[config.mk]
export PLATFORM = sky130hd
export DESIGN_NAME = bram_flush_writer
export DESIGN_NICKNAME = d
export VERILOG_FILES = /design/src/rtl/bram_flush_writer.sv
export SDC_FILE = /design/constraint.sdc
export NUM_CORES = 1
export LEC_CHECK = 0
export BUFFER_PORTS_ARGS = -buffer_cell sky130_fd_sc_hd__buf_2
export CAP_MARGIN = 20
export CORE_MARGIN = 1
export CORE_UTILIZATION = 41
export DETAILED_ROUTE_END_ITERATION = 16
export GPL_TIMING_DRIVEN = 0
export HOLD_SLACK_MARGIN = 0.15
export PLACE_DENSITY = 0.8
export RECOVER_POWER = 100
export SYNTH_ARGS = -nofsm -noshare
export SYNTH_HDL_FRONTEND = slang
export SYNTH_SLANG_ARGS = --single-unit
[constraint.sdc]
create_clock -name clk -period 4.4 [get_ports clk]
set_input_delay 0.22 -clock clk [delete_from_list [all_inputs] [get_ports clk]]
set_output_delay 0.22 -clock clk [all_outputs]
set_load 0.05 [all_outputs]
[src/rtl/bram_flush_writer.sv]
// -----------------------------------------------------------------------------
// bram_flush_writer
//
// Front end for a simple dual-port block RAM. It clears the whole memory to
// zero after reset (INIT sweep) and on request (FLUSH sweep). It also passes
// user writes and reads through while idle. During a sweep the memory is
// logically all-zero:
//   - user writes are dropped;
//   - user reads return zero;
//   - flush requests are ignored.
// A read that hits a write in the same idle cycle is forwarded from the write
// data. Without forwarding, the read-first RAM would return the stale word.
//
// Ports
//   clk, rst                 clock (rising edge), async active-high reset
//   flush_req                request a zero sweep of the whole memory
//   busy                     high while a sweep (INIT or FLUSH) is running
//   usr_we/waddr/wdata       user write port
//   usr_re/raddr             user read port
//   rd_valid/rd_data         read response, one cycle after usr_re
//   mem_ena/wea/addra/dina   memory write port
//   mem_enb/addrb            memory read port
//   mem_doutb                memory read data, 1-cycle registered latency
// -----------------------------------------------------------------------------
module bram_flush_writer #(
  parameter int LEN_DATA = 20,
  parameter int LEN_ADDR = 10
) (
  input  logic                clk,
  input  logic                rst,
  input  logic                flush_req,
  output logic                busy,
  input  logic                usr_we,
  input  logic [LEN_ADDR-1:0] usr_waddr,
  input  logic [LEN_DATA-1:0] usr_wdata,
  input  logic                usr_re,
  input  logic [LEN_ADDR-1:0] usr_raddr,
  output logic                rd_valid,
  output logic [LEN_DATA-1:0] rd_data,
  output logic                mem_ena,
  output logic                mem_wea,
  output logic [LEN_ADDR-1:0] mem_addra,
  output logic [LEN_DATA-1:0] mem_dina,
  output logic                mem_enb,
  output logic [LEN_ADDR-1:0] mem_addrb,
  input  logic [LEN_DATA-1:0] mem_doutb
);

  localparam int DEPTH = 2 ** LEN_ADDR;
  localparam logic [LEN_ADDR-1:0] CNT_LAST = LEN_ADDR'(DEPTH - 1);

  typedef enum logic [1:0] {
    ST_INIT,
    ST_IDLE,
    ST_FLUSH
  } state_t;

  state_t                state_q;
  logic [LEN_ADDR-1:0]   cnt_q;
  logic                  rd_valid_q;
  logic                  fwd_q;       // response comes from fwd_data_q
  logic                  zero_q;      // response is forced to zero (read while busy)
  logic [LEN_DATA-1:0]   fwd_data_q;

  logic                  sweeping;
  logic                  fwd_hit;

  assign sweeping = (state_q != ST_IDLE);
  assign busy     = sweeping;

  // A write is accepted only while idle. A same-address read in that cycle
  // sees the new data.
  assign fwd_hit  = !sweeping && usr_we && usr_re && (usr_raddr == usr_waddr);

  // Sweep controller and read-response flags. Reset leaves zero_q set, so
  // rd_data reads as zero while rst is held.
  // NOTE: sequential state uses non-blocking assignments only. Every register
  // then samples the pre-edge values, whatever the statement order.
  always_ff @(posedge clk or posedge rst) begin
    if (rst) begin
      state_q    <= ST_INIT;
      cnt_q      <= '0;
      rd_valid_q <= 1'b0;
      fwd_q      <= 1'b0;
      zero_q     <= 1'b1;
    end else begin
      rd_valid_q <= usr_re;
      fwd_q      <= fwd_hit;
      zero_q     <= sweeping;

      unique case (state_q)
        ST_INIT, ST_FLUSH: begin
          if (cnt_q == CNT_LAST) begin
            state_q <= ST_IDLE;
            cnt_q   <= '0;
          end else begin
            cnt_q   <= cnt_q + 1'b1;
          end
        end
        ST_IDLE: begin
          if (flush_req) begin
            state_q <= ST_FLUSH;
            cnt_q   <= '0;
          end
        end
        default: begin
          state_q <= ST_INIT;
          cnt_q   <= '0;
        end
      endcase
    end
  end

  // Forwarded data is qualified by fwd_q, so it needs no reset.
  // NOTE: pure datapath registers are left unreset. Their value is never
  // observed until a flag that is reset selects them.
  always_ff @(posedge clk) begin
    fwd_data_q <= usr_wdata;
  end

  // Write port: the sweep owns it while busy, the user owns it while idle.
  // NOTE: every output gets a default first, so no path infers a latch.
  always_comb begin
    mem_ena   = 1'b1;
    mem_wea   = 1'b1;
    mem_addra = cnt_q;
    mem_dina  = '0;
    if (!sweeping) begin
      mem_ena   = usr_we;
      mem_wea   = usr_we;
      mem_addra = usr_waddr;
      mem_dina  = usr_wdata;
    end
  end

  // The read port is always driven straight from the user.
  assign mem_enb   = usr_re;
  assign mem_addrb = usr_raddr;

  // Zero beats forward, and forward beats RAM data.
  always_comb begin
    rd_data = mem_doutb;
    if (zero_q) begin
      rd_data = '0;
    end else if (fwd_q) begin
      rd_data = fwd_data_q;
    end
  end

  assign rd_valid = rd_valid_q;

endmodule

Word level (Yosys, flattened, before mapping)
Cells that the tools add are included.
- equal/unequal tests: 7
- reductions and logical operators: 7
- mux-type cells: 11
- $add $sub $neg: 1
- operators with widths (kind ; number):
    $mux 20 ; 3
    $mux 10 ; 3
    $pmux 10 s2 ; 1
    $add 10x1->10 const B ; 1
    $eq 10x10->1 ; 1
    $eq 10x10->1 const B ; 1
    $mux 2 ; 2
    $ne 2x2->1 const B ; 2
    $pmux 2 s2 ; 1
    $logic_and 1x1->1 ; 3
    $eq 2x1->1 const B ; 1
    $eq 2x2->1 const B ; 1
    $logic_not 2->1 ; 1
    $ne 2x1->1 const B ; 1
    $reduce_and 2->1 ; 1
    $reduce_or 2->1 ; 1
    $logic_not 1->1 ; 1
    $mux 1 ; 1
- input bits: 65
- register bits: 35
- output and inout bits: 65

Logic depth before layout (Yosys ltp)
- depth in word-level cells: 5
- depth in mapped cells: 6
- depth with buffers taken out: 5

Worst setup path before layout
No wires, ideal clock.
- path kind: register to output
- start point: reg state_q[0]
- end point: out mem_addra[5]
- cell stages (with the launch flop): 5
- data required time: 4180 ps
- path slack: 2297 ps
- data arrival time: 1883 ps
- path through: dfrtp_1 nor2b_4 buf_6 clkbuf_1 o21ai_0
- word-level cells in the longest chain between the ends: 2
- RTL lines (item ; line ; RTL):
    start: declaration ; 58 ; state_t state_q;
    start signal: assignment ; 81 ; state_q <= ST_INIT;
    start signal: assignment ; 94 ; state_q <= ST_IDLE;
    start signal: assignment ; 102 ; state_q <= ST_FLUSH;
    $ne 2x1->1 ; 68 ; assign sweeping = (state_q != ST_IDLE);
    $mux 10 ; 128 ; if (!sweeping) begin
    end: declaration ; 42 ; output logic [LEN_ADDR-1:0] mem_addra,
No other way between the ends.

Worst setup path after layout
- start point: reg state_q[1]
- end point: out mem_addra[5]
The elaborated chain is that of the path after synthesis.

==> metrics.txt <==
status finished, final reports clean; Max-Slew Margin vs Limit 47.35%; grt met3 use 6.105%; hpwl dp 3774 um; GR Util met1 24.84%; H-tree Lvls 2; final period utilization 54.79%; DRT Wirelength 5224 um; worst hold stages 3; placed standard-cell area 2584 um2; drt initial violations 45; row cnt 24; Placed Instances 390; critical path launch point type flip-flop; fraction of synthesized area in multiplexers 11.29%; via count 2005; clock buffer depth 2; Area Overhead vs Synth 47.96%; Critical Path Sink mem_addra[5]; Critical Path AT 2.19 ns; final std cells w/o fill 421; adder-cell share of the synthesized area 0.6680%; total chip power 0.0009740 W; reg2reg end cnt_q[7]; register area share after synthesis 41.48%; complex-gate fraction of the synthesized area 7.281%; FF-to-FF Start cnt_q[0]; initial antenna violation count 0; R2R depth 6; multi-input combinational cell area 912.1 um2; number of diodes 0; gr busiest metal met2; Top-Level Pins 130; Leak 1.215 nW; Starting Density 42.72%; Synth Flop Type dfxtp_1; Syn. warnings 0; Max IR drop VDD 0.2756 mV; count of final setup violators 0; Slew @ Worst Pin 0.7795 ns; Post-Syn Instances 209; die width 69.59 um; TNS Setup 0 ns; Final Max Tran Viols 0; CTS root buf clkbuf_8; #FFs+latches synth 35; number of enable flip-flop cells after synthesis 0; Num CTS Buffers 5; asr flop ratio synth 42.86%; max-cap violations 0; skew final 0.004151 ns; WS Path Type reg2out; Sequential Area 777.0 um2; PortBufs 129; drt drc 0; Layout Nets 434; Fin. Hold Viols 0; largest net degree at the start of global routing 16; Tmin final 2.411 ns; post-synthesis xor/xnor area fraction 5.611%; GRT Overall Usage 21.89%; Core Area 4384 um2; clock latency on the worst-skew pair 0.28 ns; count of different cell masters after synthesis 36; WHS 0.3059 ns; die height 69.59 um; post-cts sizing count 0; CTS tree built; RePlAce Congestion 0.8051; CP Launch Point state_q[1]; Hold Path Class in2reg; vias in the first global route 1932; first-pass GRT wire length 8645 um; layout cell share with drive strength beyond 1 22.49%; largest family of logic cells by synthesized area simple AND/OR/NAND/NOR gates; DIE AREA 4843 um2; final instance area 2771 um2; Crit. End Element output port; Overflow after GRT 0; detailed-route vias per instance 4.762; RSZ-0062 raised after global routing false; simple-gate portion of the synthesized area 24.85%; power density cells 351.5 nW/um2; fill cell count 420; Worst-path clk slew 0.07 ns; grt met2 use 40.02%; Mapped Nets 275; Avg Inst Size Synth 8.962 um2; Max FO, Critical Path 10; FF-to-FF setup slack 2.27 ns; synthesized cell area 1873 um2; 1st-pass router iterations 4; max frequency 414.8 MHz; ANT nets after route 0; CP Data Required Time 4.18 ns; CTS sink count 35; WL per Instance 12.41 um
## worst min-delay path by stage
stage	start	end	slack [ns]
3_5_place_dp	rst	state_q[0]	0.31
6_report	usr_waddr[9]	fwd_q	0.31
5_1_grt	usr_raddr[5]	fwd_q	0.30
3_3_place_gp	rst	fwd_q	0.30
2_1_floorplan	rst	cnt_q[0]	0.12
4_1_cts	usr_waddr[9]	fwd_q	0.30
## state kept, by name (all words and copies together), names as in the netlist
| name | count |
|---|---|
| fwd_q | 1 |
| fwd_data_q | 20 |
| state_q | 2 |
| rd_valid | 1 |
| zero_q | 1 |
| cnt_q | 10 |
## through the flow
stage / utilization [%] / setup slack, ns
after floorplan: - / 2.297
after global placement: 58.93 / 2.711
after detailed placement: 58.93 / 2.724
after CTS: 66.10 / 2.410
after global routing: 63.21 / 1.793
final: 63.21 / 1.989
## routing by layer
layer | vias to the layer above | wire, um | share of wire, %
li1 | 1000 | - | -
met1 | 903 | 2074 | 40
met2 | 92 | 2653 | 51
met3 | 10 | 400 | 7.7
met4 | 0 | 96 | 1.8
met5 | - | 0 | 0
## report_power, final
part / internal (W) / switching (W) / total [W]
Clock: 0.000111 / 0.000114 / 0.000225
Sequential: 0.000364 / 0.0000530 / 0.000417
Combinational: 0.000108 / 0.000224 / 0.000332
## cell families (layout without fill, tap and decap cells)
| family | Yosys count | in the layout |
|---|---|---|
| mux | 21 | 21 |
| buf+inv | 27 | 187 |
| compound gates | 19 | 19 |
| simple gates | 94 | 94 |
| xor+xnor | 12 | 12 |
| flops | 35 | 35 |
| fa+ha+maj | 1 | 1 |
## repair_timing
item,4_1_cts,5_1_grt
hold buffers,23,0
hold endpoints to repair,36,0
setup buffers,0,0
## area by class of cell
class                      count  area share, %
tap                           52          2.348
clock inverter                 2         0.4063
inverter                       4         0.5418
buffer                        23          4.876
timing repair buffer         152          28.26
sequential                    35          28.04
multi-input combinational    147          32.91
clock buffer                   6          2.619
## worst max-delay path, stage by stage (launching register included)
cell      delay, ns
dfrtp_1        0.41
nor2b_4        0.10
clkbuf_1       0.35
clkbuf_1       0.35
nand2_1        0.12
o21ai_0        0.08
clkbuf_1       0.49
## layout by cell type, fill, tap and decap left out
cell and count:
clkbuf_1 83, buf_2 58, nand2_1 33, nor2_1 23, dlygate4sd3_1 23, mux2i_1 20, and2_1 20, dfxtp_1 20
dfrtp_1 14, buf_4 12, o21ai_0 9, xor2_1 6, xnor2_1 6, clkbuf_8 5, a21oi_1 4, nand3_1 4
nand4_1 3, inv_1 3, and3_1 2, or3_1 2, a22o_1 2, and4_4 1, a41oi_1 1, and4_2 1
nor2b_4 1, clkinv_1 1, a221o_1 1, o31ai_1 1, o32ai_1 1, or4_1 1, nor4_2 1, nand2b_1 1
mux2_2 1, nor3_1 1, ha_1 1, inv_4 1, clkinv_2 1, dfstp_2 1
## Yosys cell counts, drive strengths merged (2+ instances only)
cell type	instances	area, um2
a21oi	4	20.02
a22o	2	17.52
and2	20	125.1
and3	2	12.51
and4	2	21.27
buf	17	127.6
clkbuf	6	22.52
dfrtp	14	350.3
dfxtp	20	400.4
inv	4	15.01
mux2i	20	200.2
nand2	33	123.9
nand3	4	20.02
nand4	3	18.77
nor2	23	86.33
o21ai	9	45.04
or3	2	12.51
xnor2	6	52.55
xor2	6	52.55
Note: power is estimated with default switching activity, not from simulation.
